==> config.mk <==
export PLATFORM = sky130hd
export DESIGN_NAME = alu_scheduler
export DESIGN_NICKNAME = d
export VERILOG_FILES = /design/src/rtl/alu_pkg.sv /design/src/rtl/alu_core.sv /design/src/rtl/alu_scheduler.sv
export SDC_FILE = /design/constraint.sdc
export NUM_CORES = 1
export LEC_CHECK = 0
export ABC_AREA = 1
export ABC_CLOCK_PERIOD_IN_PS = 2680
export BUFFER_PORTS_ARGS = -buffer_cell sky130_fd_sc_hd__buf_2
export CORE_MARGIN = 3
export CORE_UTILIZATION = 52
export CTS_CLUSTER_SIZE = 8
export DETAILED_ROUTE_END_ITERATION = 6
export PLACE_DENSITY = 0.85
export SETUP_SLACK_MARGIN = 0.05
export SLEW_MARGIN = 30
export SYNTH_ARGS = -nofsm -noshare
export SYNTH_HDL_FRONTEND = slang
export SYNTH_SLANG_ARGS = --single-unit
==> constraint.sdc <==
create_clock -name clk -period 2.68 [get_ports clk]
set_input_delay 0.268 -clock clk [delete_from_list [all_inputs] [get_ports clk]]
set_output_delay 0.268 -clock clk [all_outputs]
set_load 0.03 [all_outputs]
==> src/rtl/alu_pkg.sv <==
// alu_pkg: shared constants for the ALU scheduler slice.
//   - ALU opcode encodings (3 bits)
//   - scheduler FSM state encodings (2 bits)
package alu_pkg;

  localparam logic [2:0] OP_ADD = 3'b000;
  localparam logic [2:0] OP_SUB = 3'b001;
  localparam logic [2:0] OP_AND = 3'b010;
  localparam logic [2:0] OP_OR  = 3'b011;
  localparam logic [2:0] OP_NOT = 3'b100;

  localparam logic [1:0] ST_IDLE = 2'd0;
  localparam logic [1:0] ST_EXEC = 2'd1;
  localparam logic [1:0] ST_RESP = 2'd2;

endpackage

==> src/rtl/alu_core.sv <==
// alu_core: purely combinational WIDTH-bit ALU.
// Ports:
//   a, b   in  WIDTH  operands
//   op     in  3      opcode (alu_pkg OP_*); undefined opcodes yield 0
//   y      out WIDTH  result, modulo 2^WIDTH
//   carry  out 1      carry-out for ADD, borrow (a < b unsigned) for SUB, else 0
module alu_core
  import alu_pkg::*;
#(
  parameter int WIDTH = 4
) (
  input  logic [WIDTH-1:0] a,
  input  logic [WIDTH-1:0] b,
  input  logic [2:0]       op,
  output logic [WIDTH-1:0] y,
  output logic             carry
);

  logic [WIDTH:0] w_sum;
  logic [WIDTH:0] w_diff;

  // One extra bit: the MSB is the carry for the sum and the borrow for the difference.
  assign w_sum  = {1'b0, a} + {1'b0, b};
  assign w_diff = {1'b0, a} - {1'b0, b};

  always_comb begin
    y     = '0;
    carry = 1'b0;
    case (op)
      OP_ADD:  {carry, y} = w_sum;
      OP_SUB:  {carry, y} = w_diff;
      OP_AND:  y = a & b;
      OP_OR:   y = a | b;
      OP_NOT:  y = ~a;
      default: ;
    endcase
  end

endmodule

==> src/rtl/alu_scheduler.sv <==
// alu_scheduler: round-robin arbiter sharing one registered ALU stage
// between NUM_REQ requesters.
// Ports:
//   clk, rst_n          clock, async active-low reset
//   req_valid/req_ready per-requester handshake (req_ready one-hot or zero)
//   req_a, req_b        packed operands, requester i at [i*WIDTH +: WIDTH]
//   req_op              packed opcodes, requester i at [i*3 +: 3]
//   rsp_valid/rsp_ready response handshake
//   rsp_data, rsp_id    ALU result and owning requester index
//   busy                high whenever the FSM is not idle
// Optional feature macro ALU_FLAGS_EN adds rsp_carry and rsp_zero outputs.
module alu_scheduler
  import alu_pkg::*;
#(
  parameter  int NUM_REQ = 4,
  parameter  int WIDTH   = 4,
  localparam int IDW     = $clog2(NUM_REQ)
) (
  input  logic                     clk,
  input  logic                     rst_n,
  input  logic [NUM_REQ-1:0]       req_valid,
  output logic [NUM_REQ-1:0]       req_ready,
  input  logic [NUM_REQ*WIDTH-1:0] req_a,
  input  logic [NUM_REQ*WIDTH-1:0] req_b,
  input  logic [NUM_REQ*3-1:0]     req_op,
  output logic                     rsp_valid,
  input  logic                     rsp_ready,
  output logic [WIDTH-1:0]         rsp_data,
  output logic [IDW-1:0]           rsp_id,
`ifdef ALU_FLAGS_EN
  output logic                     rsp_carry,
  output logic                     rsp_zero,
`endif
  output logic                     busy
);

  logic [1:0]       r_state;
  logic [IDW-1:0]   r_ptr;
  logic [IDW-1:0]   r_gnt;
  logic [WIDTH-1:0] r_a;
  logic [WIDTH-1:0] r_b;
  logic [2:0]       r_op;
  logic             r_rsp_valid;
  logic [WIDTH-1:0] r_rsp_data;
  logic [IDW-1:0]   r_rsp_id;
`ifdef ALU_FLAGS_EN
  logic             r_rsp_carry;
  logic             r_rsp_zero;
`endif

  logic [WIDTH-1:0] w_a_arr  [NUM_REQ];
  logic [WIDTH-1:0] w_b_arr  [NUM_REQ];
  logic [2:0]       w_op_arr [NUM_REQ];
  logic             w_found;
  logic [IDW-1:0]   w_pick;
  logic [IDW:0]     w_sum;
  logic [IDW-1:0]   w_idx;
  logic             w_accept;
  logic [WIDTH-1:0] w_y;
  logic             w_carry;

  for (genvar gi = 0; gi < NUM_REQ; gi++) begin : g_unpack
    assign w_a_arr[gi]  = req_a[gi*WIDTH +: WIDTH];
    assign w_b_arr[gi]  = req_b[gi*WIDTH +: WIDTH];
    assign w_op_arr[gi] = req_op[gi*3 +: 3];
  end

  // Round-robin pick: first valid requester at or above r_ptr, wrapping.
  // One spare bit on the sum keeps the wrap correct for non-power-of-2 NUM_REQ.
  always_comb begin
    w_found = 1'b0;
    w_pick  = '0;
    w_sum   = '0;
    w_idx   = '0;
    for (int unsigned i = 0; i < NUM_REQ; i++) begin
      w_sum = {1'b0, r_ptr} + (IDW+1)'(i);
      if (w_sum >= (IDW+1)'(NUM_REQ)) begin
        w_sum = w_sum - (IDW+1)'(NUM_REQ);
      end
      w_idx = w_sum[IDW-1:0];
      if (!w_found && req_valid[w_idx]) begin
        w_found = 1'b1;
        w_pick  = w_idx;
      end
    end
  end

  // Gated by rst_n so no grant is offered while reset is held.
  assign w_accept = rst_n && (r_state == ST_IDLE) && w_found;

  always_comb begin
    req_ready = '0;
    if (w_accept) begin
      req_ready[w_pick] = 1'b1;
    end
  end

  alu_core #(
    .WIDTH (WIDTH)
  ) u_alu_core (
    .a     (r_a),
    .b     (r_b),
    .op    (r_op),
    .y     (w_y),
    .carry (w_carry)
  );

  always_ff @(posedge clk or negedge rst_n) begin
    if (!rst_n) begin
      r_state     <= ST_IDLE;
      r_ptr       <= '0;
      r_gnt       <= '0;
      r_a         <= '0;
      r_b         <= '0;
      r_op        <= '0;
      r_rsp_valid <= 1'b0;
      r_rsp_data  <= '0;
      r_rsp_id    <= '0;
`ifdef ALU_FLAGS_EN
      r_rsp_carry <= 1'b0;
      r_rsp_zero  <= 1'b0;
`endif
    end else begin
      case (r_state)
        ST_IDLE: begin
          if (w_found) begin
            r_a     <= w_a_arr[w_pick];
            r_b     <= w_b_arr[w_pick];
            r_op    <= w_op_arr[w_pick];
            r_gnt   <= w_pick;
            r_state <= ST_EXEC;
          end
        end
        ST_EXEC: begin
          r_rsp_valid <= 1'b1;
          r_rsp_data  <= w_y;
          r_rsp_id    <= r_gnt;
`ifdef ALU_FLAGS_EN
          r_rsp_carry <= w_carry;
          r_rsp_zero  <= (w_y == '0);
`endif
          r_state     <= ST_RESP;
        end
        ST_RESP: begin
          if (rsp_ready) begin
            r_rsp_valid <= 1'b0;
            r_ptr       <= (r_gnt == IDW'(NUM_REQ - 1)) ? '0 : r_gnt + 1'b1;
            r_state     <= ST_IDLE;
          end
        end
        default: r_state <= ST_IDLE;
      endcase
    end
  end

  assign rsp_valid = r_rsp_valid;
  assign rsp_data  = r_rsp_data;
  assign rsp_id    = r_rsp_id;
  assign busy      = (r_state != ST_IDLE);

`ifdef ALU_FLAGS_EN
  assign rsp_carry = r_rsp_carry;
  assign rsp_zero  = r_rsp_zero;
`else
  logic w_unused_carry;
  assign w_unused_carry = w_carry;
`endif

endmodule

==> metrics <==
Routability Congestion=between 0.9 and 1; R2R depth=12; # hold bufs at CTS=0; WHS=-0.521 ps; H-tree levels=1; Core Rows=22; vias in the first global route=between 2,000 and 2,500; initial antenna violation count=0; Achievable Freq=slightly below 400 MHz; drt drc=0; largest net degree at the start of global routing=27; Post-DRT Antenna Nets=0; failing checks=negative hold slack; clk sinks=24; clk_lat worst skew=270 ps; Area growth syn-to-layout=22.8%; most frequent cells in the layout=nand2_1 (175), buf_2 (59), nand4_1 (25); Netlist Area Pre-Place=roughly 2100 sq um; Place WS=between 200 and 300 ps; yosys warns=0; RR Startpoint=r_op[1]; fill cell count=332; Worst IR Drop VDD=about 0.00076 V; sequential element share of the synthesized area=0.292; status=finished with violations; Final Util=0.674; PortBufs=62; Post-DP Area=between 2000 and 2500 sq um; Unique masters post-synth=30; Static Leak=approximately 0.0015 uW; Initial Utilization=0.549; relative slew slack=0.687; crit path launch=r_ptr[0]; Syn Inst Count=327; CP Capture Type=output port; GRT Total Usage=0.232; worst min path class=in2async; Finish-stage setup viols=0; Worst-path clk slew=90 ps; DR WL/cell=between 10 and 15 microns; drt first pass iters=4; Synth Net Count=roughly 390; Die Footprint=4740 sq um; CP max FO=26; worst endpoint required time=approximately 2400 ps; Final Power=4090 uW; IO Pins=between 60 and 70; fin. max-slew vios=0; CP Launch Type=flop; vias=between 2,000 and 2,500; CTS tree=done; HPWL Detailed=approximately 4000 microns; fin nets=about 450; FF-to-FF End=rsp_data[3]; pwr/cell area=1620 nW/um^2; kind of critical path=reg2out; ant diodes=0; Critical Path AT=roughly 2300 ps; routed wire length=roughly 5400 microns; Worst Slack Setup Final=around 140 ps; die width=roughly 69 microns; cts bufs inserted=3; total gr overflow=0; CTS Root Buffer Type=clkbuf_8; Post-Syn Area per Cell=6.28 sq um; share of layout cells above drive strength 1=0.240; Final Cell Area=between 2000 and 3000 sq um; Min Clock Period, post-route=between 2000 and 3000 ps; global-route wire length before repair=between 8000 and 9000 microns; clk buf depth=2; ratio of final minimum period to clock period=0.946; slew at the pin with the worst max-slew slack=466 ps; Die Y=approximately 70 microns; Max Cap Viol=0; Final Hold Viols=1; vias per cell=between 5 and 6; post-synthesis register bit count=24; R2R setup slack=~530 ps; DRT iter0 DRCs=about 120; placed cells=430; leading cell type in the layout, fill and taps excluded=nand2_1; Core Area=about 3700 sq um; Worst Clk Skew=roughly 8.4 ps; Non-Filler Instances=between 400 and 500
-- sequential cells by signal, indices dropped and copies added (netlist names) --
register   cells
r_a            4
r_gnt          2
rsp_data       4
rsp_id         2
r_ptr          2
r_state        2
r_b            4
rsp_valid      1
r_op           3
-- worst max-delay path, cell delays in order (launching register included) --
cell      delay [ps]
dfrtp_2          470
clkbuf_2         170
nand2_1           90
nand2_2           90
nand2_1           80
nand2_1           90
nor2_4           150
nand3_4          120
nand3_4          240
inv_2             80
nor3_1           190
buf_2            230
-- worst max path at each step --
| stage | to |
|---|---|
| final | req_ready[2] |
| after global routing | req_ready[2] |
| after CTS | req_ready[0] |
| after detailed placement | req_ready[0] |
| after global placement | req_ready[1] |
| after floorplan | req_ready[2] |
-- metal layers --
layer  vias to the layer above  part of all wire  GRT usage  wire, microns
met4                         0            0.0080     0.0535             43
met3                         6             0.057     0.0486            305
met2                        76              0.53      0.433           2840
met5                         -                 0          0              0
li1                       1185                 -          -              -
met1                      1046              0.41      0.270           2180
-- logic make-up (layout without fill, tap and decap cells) --
| group | count (synthesis) | count (layout) | synth area share |
|---|---|---|---|
| buf+inv | 38 | 102 | 0.0871 |
| fa+ha+maj | 8 | 8 | 0.0524 |
| simple gates | 233 | 233 | 0.494 |
| flops | 24 | 24 | 0.292 |
| compound gates | 20 | 20 | 0.0573 |
| xor+xnor | 4 | 4 | 0.0171 |
-- repair_timing --
| item | in CTS | in global routing |
|---|---|---|
| endpoints found under the setup margin | 2 | 4 |
| buffers inserted | 0 | 5 |
| pin swaps | 0 | 2 |
| resized for setup | 1 | 8 |
-- Yosys cell counts (all sizes together) --
cell type,number,area share
xnor2,2,0.0085
a22oi,1,0.0037
o311ai,1,0.0043
nand3,13,0.046
o21ai,10,0.026
nor2,8,0.018
clkbuf,1,0.0018
nand3b,1,0.0037
ha,7,0.043
nand4,25,0.076
dfrtp,24,0.29
inv,25,0.046
o31ai,1,0.0037
nand2,180,0.33
xor2,2,0.0085
a31oi,2,0.0061
buf,12,0.040
a21o,1,0.0037
fa,1,0.0097
nor3,6,0.015
a21oi,4,0.0097
-- stage by stage --
stage / setup TNS [ps] / hold WS, ps
global placement: 0 / 292
CTS: 0 / 1.98
floorplan: 0 / -27.6
global route: -50.7 / 18.3
finish: 0 / -0.521
detailed placement: 0 / 293
-- area by class of cell --
type | count | area (sq um) | area share
clock buffers | 3 | 41.3 | 0.0164
well taps | 48 | 60.1 | 0.0238
clock inverters | 1 | 30.0 | 0.0119
flip-flops and latches | 24 | 602 | 0.239
repair buffers | 73 | 398 | 0.158
multi-input cells | 265 | 1290 | 0.513
inverters | 25 | 96.3 | 0.0382
-- power by group --
part	internal [uW]	switching (uW)
registers	544	180
clock network	200	113
logic	1060	1990
total	1800	2280
Power figures use the tool's default switching activity.
